===== src/rtl/param_readout.sv =====
// Streams a fixed parameter record over a valid/ready byte interface.
// Optional trailing XOR checksum byte is enabled with `define PARAM_READOUT_CHECKSUM_EN.
module param_readout #(
  parameter bit          A = 1'b1,
  parameter int          B = 5,
  parameter int unsigned C = 5,
  parameter bit [31:0]   D = 32'd5
) (
  input  logic       i_clk,
  input  logic       i_arstn,
  input  logic       i_start,
  output logic       o_busy,
  output logic       o_valid,
  input  logic       i_ready,
  output logic [7:0] o_data,
  output logic       o_last
);

  localparam int unsigned IDX_W = 4;
`ifdef PARAM_READOUT_CHECKSUM_EN
  localparam int unsigned NUM_BYTES = 15;
`else
  localparam int unsigned NUM_BYTES = 14;
`endif
  localparam logic [IDX_W-1:0] LAST_IDX = IDX_W'(NUM_BYTES - 1);

  localparam logic [31:0] B_W = 32'(B);
  localparam logic [31:0] C_W = 32'(C);
  localparam logic [31:0] D_W = D;
  localparam logic [7:0]  MAGIC = 8'hA5;

`ifdef PARAM_READOUT_CHECKSUM_EN
  // XOR of every preceding record byte, folded at elaboration time
  localparam logic [7:0] CSUM = MAGIC ^ {7'b0, A}
                              ^ B_W[7:0] ^ B_W[15:8] ^ B_W[23:16] ^ B_W[31:24]
                              ^ C_W[7:0] ^ C_W[15:8] ^ C_W[23:16] ^ C_W[31:24]
                              ^ D_W[7:0] ^ D_W[15:8] ^ D_W[23:16] ^ D_W[31:24];
`endif

  typedef enum logic [0:0] {IDLE, SEND} state_t;

  state_t           state;
  logic [IDX_W-1:0] idx;
  logic [IDX_W-1:0] idx_nxt;

  assign idx_nxt = idx + IDX_W'(1);

  // Record byte lookup; 32-bit fields are little-endian
  function automatic logic [7:0] rec_byte(input logic [IDX_W-1:0] i);
    logic [7:0] b;
    case (i)
      4'd0:    b = MAGIC;
      4'd1:    b = {7'b0, A};
      4'd2:    b = B_W[7:0];
      4'd3:    b = B_W[15:8];
      4'd4:    b = B_W[23:16];
      4'd5:    b = B_W[31:24];
      4'd6:    b = C_W[7:0];
      4'd7:    b = C_W[15:8];
      4'd8:    b = C_W[23:16];
      4'd9:    b = C_W[31:24];
      4'd10:   b = D_W[7:0];
      4'd11:   b = D_W[15:8];
      4'd12:   b = D_W[23:16];
      4'd13:   b = D_W[31:24];
`ifdef PARAM_READOUT_CHECKSUM_EN
      4'd14:   b = CSUM;
`endif
      default: b = 8'h00;
    endcase
    return b;
  endfunction

  // While in SEND, o_valid is always high, so a transfer is simply i_ready
  always_ff @(posedge i_clk or negedge i_arstn) begin
    if (!i_arstn) begin
      state   <= IDLE;
      idx     <= '0;
      o_valid <= 1'b0;
      o_busy  <= 1'b0;
      o_last  <= 1'b0;
      o_data  <= 8'h00;
    end else begin
      case (state)
        IDLE: begin
          if (i_start) begin
            state   <= SEND;
            idx     <= '0;
            o_valid <= 1'b1;
            o_busy  <= 1'b1;
            o_last  <= 1'b0;
            o_data  <= rec_byte('0);
          end
        end
        SEND: begin
          if (i_ready) begin
            if (idx == LAST_IDX) begin
              state   <= IDLE;
              idx     <= '0;
              o_valid <= 1'b0;
              o_busy  <= 1'b0;
              o_last  <= 1'b0;
              o_data  <= 8'h00;
            end else begin
              idx    <= idx_nxt;
              o_data <= rec_byte(idx_nxt);
              o_last <= (idx_nxt == LAST_IDX);
            end
          end
        end
        default: begin
          state   <= IDLE;
          idx     <= '0;
          o_valid <= 1'b0;
          o_busy  <= 1'b0;
          o_last  <= 1'b0;
          o_data  <= 8'h00;
        end
      endcase
    end
  end

endmodule

===== config.mk =====
export PLATFORM = sky130hd
export DESIGN_NAME = param_readout
export DESIGN_NICKNAME = d
export VERILOG_FILES = /design/src/rtl/param_readout.sv
export SDC_FILE = /design/constraint.sdc
export NUM_CORES = 1
export LEC_CHECK = 0
export ABC_AREA = 1
export CORE_UTILIZATION = 52
export DETAILED_ROUTE_END_ITERATION = 6
export GPL_TIMING_DRIVEN = 0
export MAX_ROUTING_LAYER = met4
export PLACE_DENSITY = 0.82
export SETUP_SLACK_MARGIN = 0.3
export SLEW_MARGIN = 20
export SYNTH_ARGS = -nofsm -noshare
export SYNTH_HDL_FRONTEND = slang
export SYNTH_SLANG_ARGS = --single-unit

===== constraint.sdc =====
create_clock -name i_clk -period 2.49 [get_ports i_clk]
set_input_delay 0.3735 -clock i_clk [delete_from_list [all_inputs] [get_ports i_clk]]
set_output_delay 0.3735 -clock i_clk [all_outputs]
set_load 0.03 [all_outputs]

==> impl_metrics.env, run 1 <==
export IMPL_status="finished, final reports clean"
export IMPL_grt_max_degree=11
export IMPL_synth_seq_cells=10
export IMPL_firstDrtPassIters=4
export IMPL_dp_slack_ns=0.9766
export IMPL_crit_path_end_kind="output pin"
export IMPL_tns_ns=0
export IMPL_synth_most_common_cell="nand2_1"
export IMPL_final_layout_size_suffix_gt1_frac=0.2500
export IMPL_grt_overflow_total=0
export IMPL_path_class="reg2out"
export IMPL_synthFlopType="dfrtp_1"
export IMPL_period_minus_slack_ns=1.766
export IMPL_powerDensity_mw_per_mm2=1196
export IMPL_start_kind="register"
export IMPL_drv_slew=0
export IMPL_rsz0062_at_grt="no"
export IMPL_die_h_um=38.28
export IMPL_n_antenna_cell=0
export IMPL_dpl_hpwl_um=946.1
export IMPL_drtAntennaViolNets=0
export IMPL_fin_ws_ns=0.7242
export IMPL_synth_cell_types=21
export IMPL_antenna_found_initial=0
export IMPL_post_route_period_util=0.7092
export IMPL_wl_per_cell_um=10.90
export IMPL_vias=539
export IMPL_htreeDepth=1
export IMPL_synth_seq_area_share=0.3656
export IMPL_path_max_fanout=3
export IMPL_postCtsSetupRepairBufs=0
export IMPL_fmaxAchievable_mhz=566.3
export IMPL_root_buffer="clkbuf_4"
export IMPL_p_leak_nw=0.4245
export IMPL_postSynth_asyncResetShare=1.000
export IMPL_clk_latency_ns=0.27
export IMPL_clock_sink_count=10
export IMPL_cts_tree="yes"
export IMPL_crit_required_ns=2.12
export IMPL_first_iter_violations=17
export IMPL_cts_resized=0
export IMPL_cts_buffer_depth=2
export IMPL_grt_pass1_vias=482
export IMPL_yosysWarnings=0
export IMPL_synth_area_um2=684.4
export IMPL_synth_edff_count=0
export IMPL_initial_core_util=0.5844
export IMPL_synth_area_leaders="dfrtp_1, nand2_1, ha_1"
export IMPL_ir_worst_vdd_mv=0.6789
export IMPL_setup_violations=0
export IMPL_grt_pass1_wl_mm=2.001
export IMPL_coreArea_mm2=0.001171
export IMPL_dieArea_mm2=0.001465
export IMPL_area_growth_syn_to_layout_pct=22.12
export IMPL_nets=106
export IMPL_skew_ns=0.003506
export IMPL_grt_usage=0.2163
export IMPL_synth_cells=80
export IMPL_maxCapViolCount=0
export IMPL_rows=12
export IMPL_yosysTopAreaCell="dfrtp_1"
export IMPL_hp_class="in2async"
export IMPL_cp_arrival_ns=1.39
export IMPL_cts_buffers=3
export IMPL_postCtsHoldBufs=0
export IMPL_rrSetupSlack_ns=1.02
export IMPL_synth_top_area_frac=0.3656
export IMPL_clk_pin_slew_ns=0.06
export IMPL_synth_common_cells="nand2_1, dfrtp_1, inv_1"
export IMPL_place_congestion=0.8674
export IMPL_die_w_um=38.28
export IMPL_port_buffers=10
export IMPL_final_hold_viol_count=0
export IMPL_drc=0
export IMPL_wl_mm=1.199
export IMPL_viasPerCell=4.900
export IMPL_boundaryPins=15
export IMPL_avgSynthCellArea_um2=8.555
==> per-stage QoR <==
stage          hold slack (ns)    util  power (W)  cell area (um^2)  std cells
3_5_place_dp            0.4879  0.6944  0.0008955             813.3        107
5_1_grt                 0.4523  0.7137   0.001083             835.8        110
2_1_floorplan          0.07791       -  0.0007340             695.7         83
4_1_cts                 0.4317  0.7137   0.001007             835.8        110
6_report                0.4260  0.7137  0.0009993             835.8        110
3_3_place_gp            0.4815  0.6944  0.0008750             813.3        107
==> where the power goes <==
part	leakage [nW]	switching, W	internal, W
logic	0.291	0.000354	0.000240
registers	0.120	0.0000710	0.000226
clock network	0.0138	0.0000523	0.0000557
total	0.425	0.000477	0.000522
==> layer usage <==
metal	vias up	share of wire	track usage
met5	-	0	-
met4	0	0.019	0.1071
met3	4	0.042	0.08721
met2	12	0.46	0.3178
met1	243	0.48	0.2556
li1	280	-	-
==> final cells by class <==
type / instances / area, um^2
Multi-Input combinational cell: 56 / 349.1
Inverter: 10 / 40.04
Fill cell: 91 / 335.3
Timing Repair Buffer: 10 / 100.1
Clock buffer: 3 / 22.52
Sequential cell: 10 / 250.2
Tap cell: 14 / 17.52
Buffer: 7 / 56.30
==> path summary, 6_finish.rpt <==
| kind | startpoint | end | cells after the start |
|---|---|---|---|
| worst max register to register | idx[1] | o_last | 7 |
| worst min-delay path | i_arstn | idx[2] | 1 |
| min in group i_clk | o_valid | o_valid | 2 |
| worst min register to register | o_valid | o_valid | 2 |
| max in group asynchronous | i_arstn | idx[1] | 1 |
| worst max-delay path | o_data[5] | o_data[7] | 2 |
==> flip-flops by register name, summed over array words and instances (netlist names) <==
register  count
o_valid       1
o_data        3
idx           4
o_last        1
state         1
==> worst max-delay path: stages, from the launching register on <==
cell	delay [ns]
dfrtp_1	0.37
buf_4	0.11
clkdlybuf4s50_1	0.65
==> placed cells by master, fill, tap and decap left out, types with 2 or more instances in the layout <==
| cell | n |
|---|---|
| inv_1 | 9 |
| clkbuf_4 | 3 |
| o21ai_0 | 5 |
| a21oi_2 | 2 |
| nand2_4 | 3 |
| nand3_1 | 4 |
| a21oi_1 | 2 |
| dfrtp_1 | 10 |
| nand2_2 | 3 |
| nand2_1 | 17 |
| buf_4 | 6 |
| clkdlybuf4s50_1 | 10 |
| nand3_2 | 2 |
| ha_1 | 4 |
| nor2_1 | 3 |
| conb_1 | 4 |
| nand4_1 | 3 |
==> cell families after synthesis <==
family / share of synthesized area
simple gates: 0.3144
buf+inv: 0.1408
compound gates: 0.1006
flops: 0.3656
fa+ha+maj: 0.07313
other cells: 0.005479
Power figures use the tool's default switching activity.
==> run 2: changes to the inputs <==
--- a/config.mk
+++ b/config.mk
@@ -6,11 +6,11 @@
 export NUM_CORES = 1
 export LEC_CHECK = 0
 export ABC_AREA = 1
-export CORE_UTILIZATION = 52
+export CORE_UTILIZATION = 43
 export DETAILED_ROUTE_END_ITERATION = 6
 export GPL_TIMING_DRIVEN = 0
 export MAX_ROUTING_LAYER = met4
-export PLACE_DENSITY = 0.82
+export PLACE_DENSITY = 0.72
 export SETUP_SLACK_MARGIN = 0.3
 export SLEW_MARGIN = 20
 export SYNTH_ARGS = -nofsm -noshare
==> constraint.sdc (replaced) <==
create_clock -name i_clk -period 1.4 [get_ports i_clk]
set_input_delay 0.21 -clock i_clk [delete_from_list [all_inputs] [get_ports i_clk]]
set_output_delay 0.21 -clock i_clk [all_outputs]
set_load 0.03 [all_outputs]
==> impl_metrics.env, run 2 (synthesized netlist as in run 1, its figures left out) <==
export IMPL_status="finished, final reports clean"
export IMPL_boundaryPins=15
export IMPL_drc=0
export IMPL_rows=14
export IMPL_drtAntennaViolNets=0
export IMPL_initial_core_util=0.4597
export IMPL_coreArea_mm2=0.001489
export IMPL_maxCapViolCount=0
export IMPL_fmaxAchievable_mhz=806.4
export IMPL_first_iter_violations=11
export IMPL_vias=594
export IMPL_setup_violations=0
export IMPL_path_max_fanout=4
export IMPL_final_cell_mix="nand2_1, buf_4, buf_6, dfrtp_1, nand2_2"
export IMPL_cts_tree="yes"
export IMPL_ir_worst_vdd_mv=1.183
export IMPL_post_route_period_util=0.8858
export IMPL_drv_slew=0
export IMPL_firstDrtPassIters=4
export IMPL_dieArea_mm2=0.001755
export IMPL_die_w_um=41.90
export IMPL_regMostFlops="idx"
export IMPL_hp_class="in2async"
export IMPL_path_class="reg2reg"
export IMPL_nets=114
export IMPL_die_h_um=41.90
export IMPL_n_fill_cell=134
export IMPL_area_growth_syn_to_layout_pct=41.86
export IMPL_place_congestion=0.8084
export IMPL_grt_usage=0.2135
export IMPL_port_buffers=10
export IMPL_crit_required_ns=1.62
export IMPL_largestRegisters="idx (4), o_data (3)"
export IMPL_dpl_hpwl_um=974.2
export IMPL_wl_mm=1.453
export IMPL_largest_reg_flops=4
export IMPL_crit_path_end_kind="register"
export IMPL_antenna_found_initial=0
export IMPL_period_minus_slack_ns=1.240
export IMPL_final_common_cell="nand2_1"
export IMPL_p_leak_nw=0.4834
export IMPL_clk_latency_ns=0.28
export IMPL_n_antenna_cell=0
export IMPL_start_kind="register"
export IMPL_tns_ns=0
export IMPL_grt_overflow_total=0
export IMPL_clk_pin_slew_ns=0.08
export IMPL_powerDensity_mw_per_mm2=2244
export IMPL_root_buffer="clkbuf_4"
export IMPL_fin_util=0.6521
export IMPL_cts_buffers=3
export IMPL_wl_per_cell_um=12.01
export IMPL_grt_pass1_wl_mm=2.615
export IMPL_rsz0062_at_grt="yes"
export IMPL_viasPerCell=4.909
export IMPL_postCtsHoldBufs=0
export IMPL_cp_arrival_ns=1.46
export IMPL_cts_buffer_depth=2
export IMPL_final_hold_viol_count=0
export IMPL_skew_ns=0.002939
export IMPL_htreeDepth=1
export IMPL_clock_sink_count=10
export IMPL_final_layout_size_suffix_gt1_frac=0.5048
export IMPL_grt_max_degree=11
export IMPL_grt_pass1_vias=600
==> run 2: metal layers <==
layer | part of all wire | up-vias | global-route usage
li1 | - | 299 | -
met1 | 0.42 | 276 | 0.2342
met2 | 0.50 | 12 | 0.3188
met3 | 0.037 | 7 | 0.06957
met4 | 0.039 | 0 | 0.1613
met5 | 0 | - | -
==> run 2: what timing repair did <==
action,in CTS,in global routing
resized for setup,43,16
setup buffers,7,1
endpoints found under the setup margin,17,14
pin swaps,6,8
==> run 2: power breakdown <==
| part | internal (W) | leakage (nW) | switching (W) | total, W |
|---|---|---|---|---|
| Combinational | 0.000588 | 0.345 | 0.000780 | 0.00137 |
| Clock | 0.000159 | 0.0210 | 0.000122 | 0.000281 |
| Sequential | 0.000407 | 0.118 | 0.000123 | 0.000530 |
==> run 2: path summary, 6_finish.rpt <==
path | depth (start not counted) | start | slack, ns | to
min in group i_clk | 2 | o_data[0] | 0.52 | o_data[0]
max | 6 | idx[0] | 0.16 | o_last
max reg2reg | 6 | idx[0] | 0.16 | o_last
max in group asynchronous | 1 | i_arstn | 0.82 | idx[0]
min reg2reg | 2 | o_data[0] | 0.52 | o_data[0]
min | 1 | i_arstn | 0.24 | state
==> run 2: per-stage QoR <==
step	setup WS (ns)	cells	instance area, um^2	hold WS [ns]	power [W]
3_5_place_dp	0.02303	109	855.8	0.5036	0.001684
3_3_place_gp	0.02505	109	855.8	0.4842	0.001658
5_1_grt	0.09851	121	970.9	0.2755	0.002328
6_report	0.1599	121	970.9	0.2386	0.002179
2_1_floorplan	0.2157	83	735.7	-0.08559	0.001389
4_1_cts	0.1536	120	928.4	0.2682	0.002062
==> run 2: cell type report <==
type / instances / area, um^2 / area share
multi-input cells: 56 / 404.1 / 0.4162
flip-flops and latches: 10 / 252.7 / 0.2603
repair buffers: 18 / 153.9 / 0.1585
plain buffers: 7 / 63.81 / 0.06572
inverters: 10 / 40.04 / 0.04124
clock buffers: 4 / 36.28 / 0.03737
well taps: 16 / 20.02 / 0.02062
==> run 2: worst max-delay path, stage by stage (launching register included) <==
cell and delay (ns):
dfrtp_2 0.46, ha_4 0.20, nand3_4 0.10, nand2_4 0.07
nor2_4 0.14, nand3_2 0.09, o21ai_2 0.11
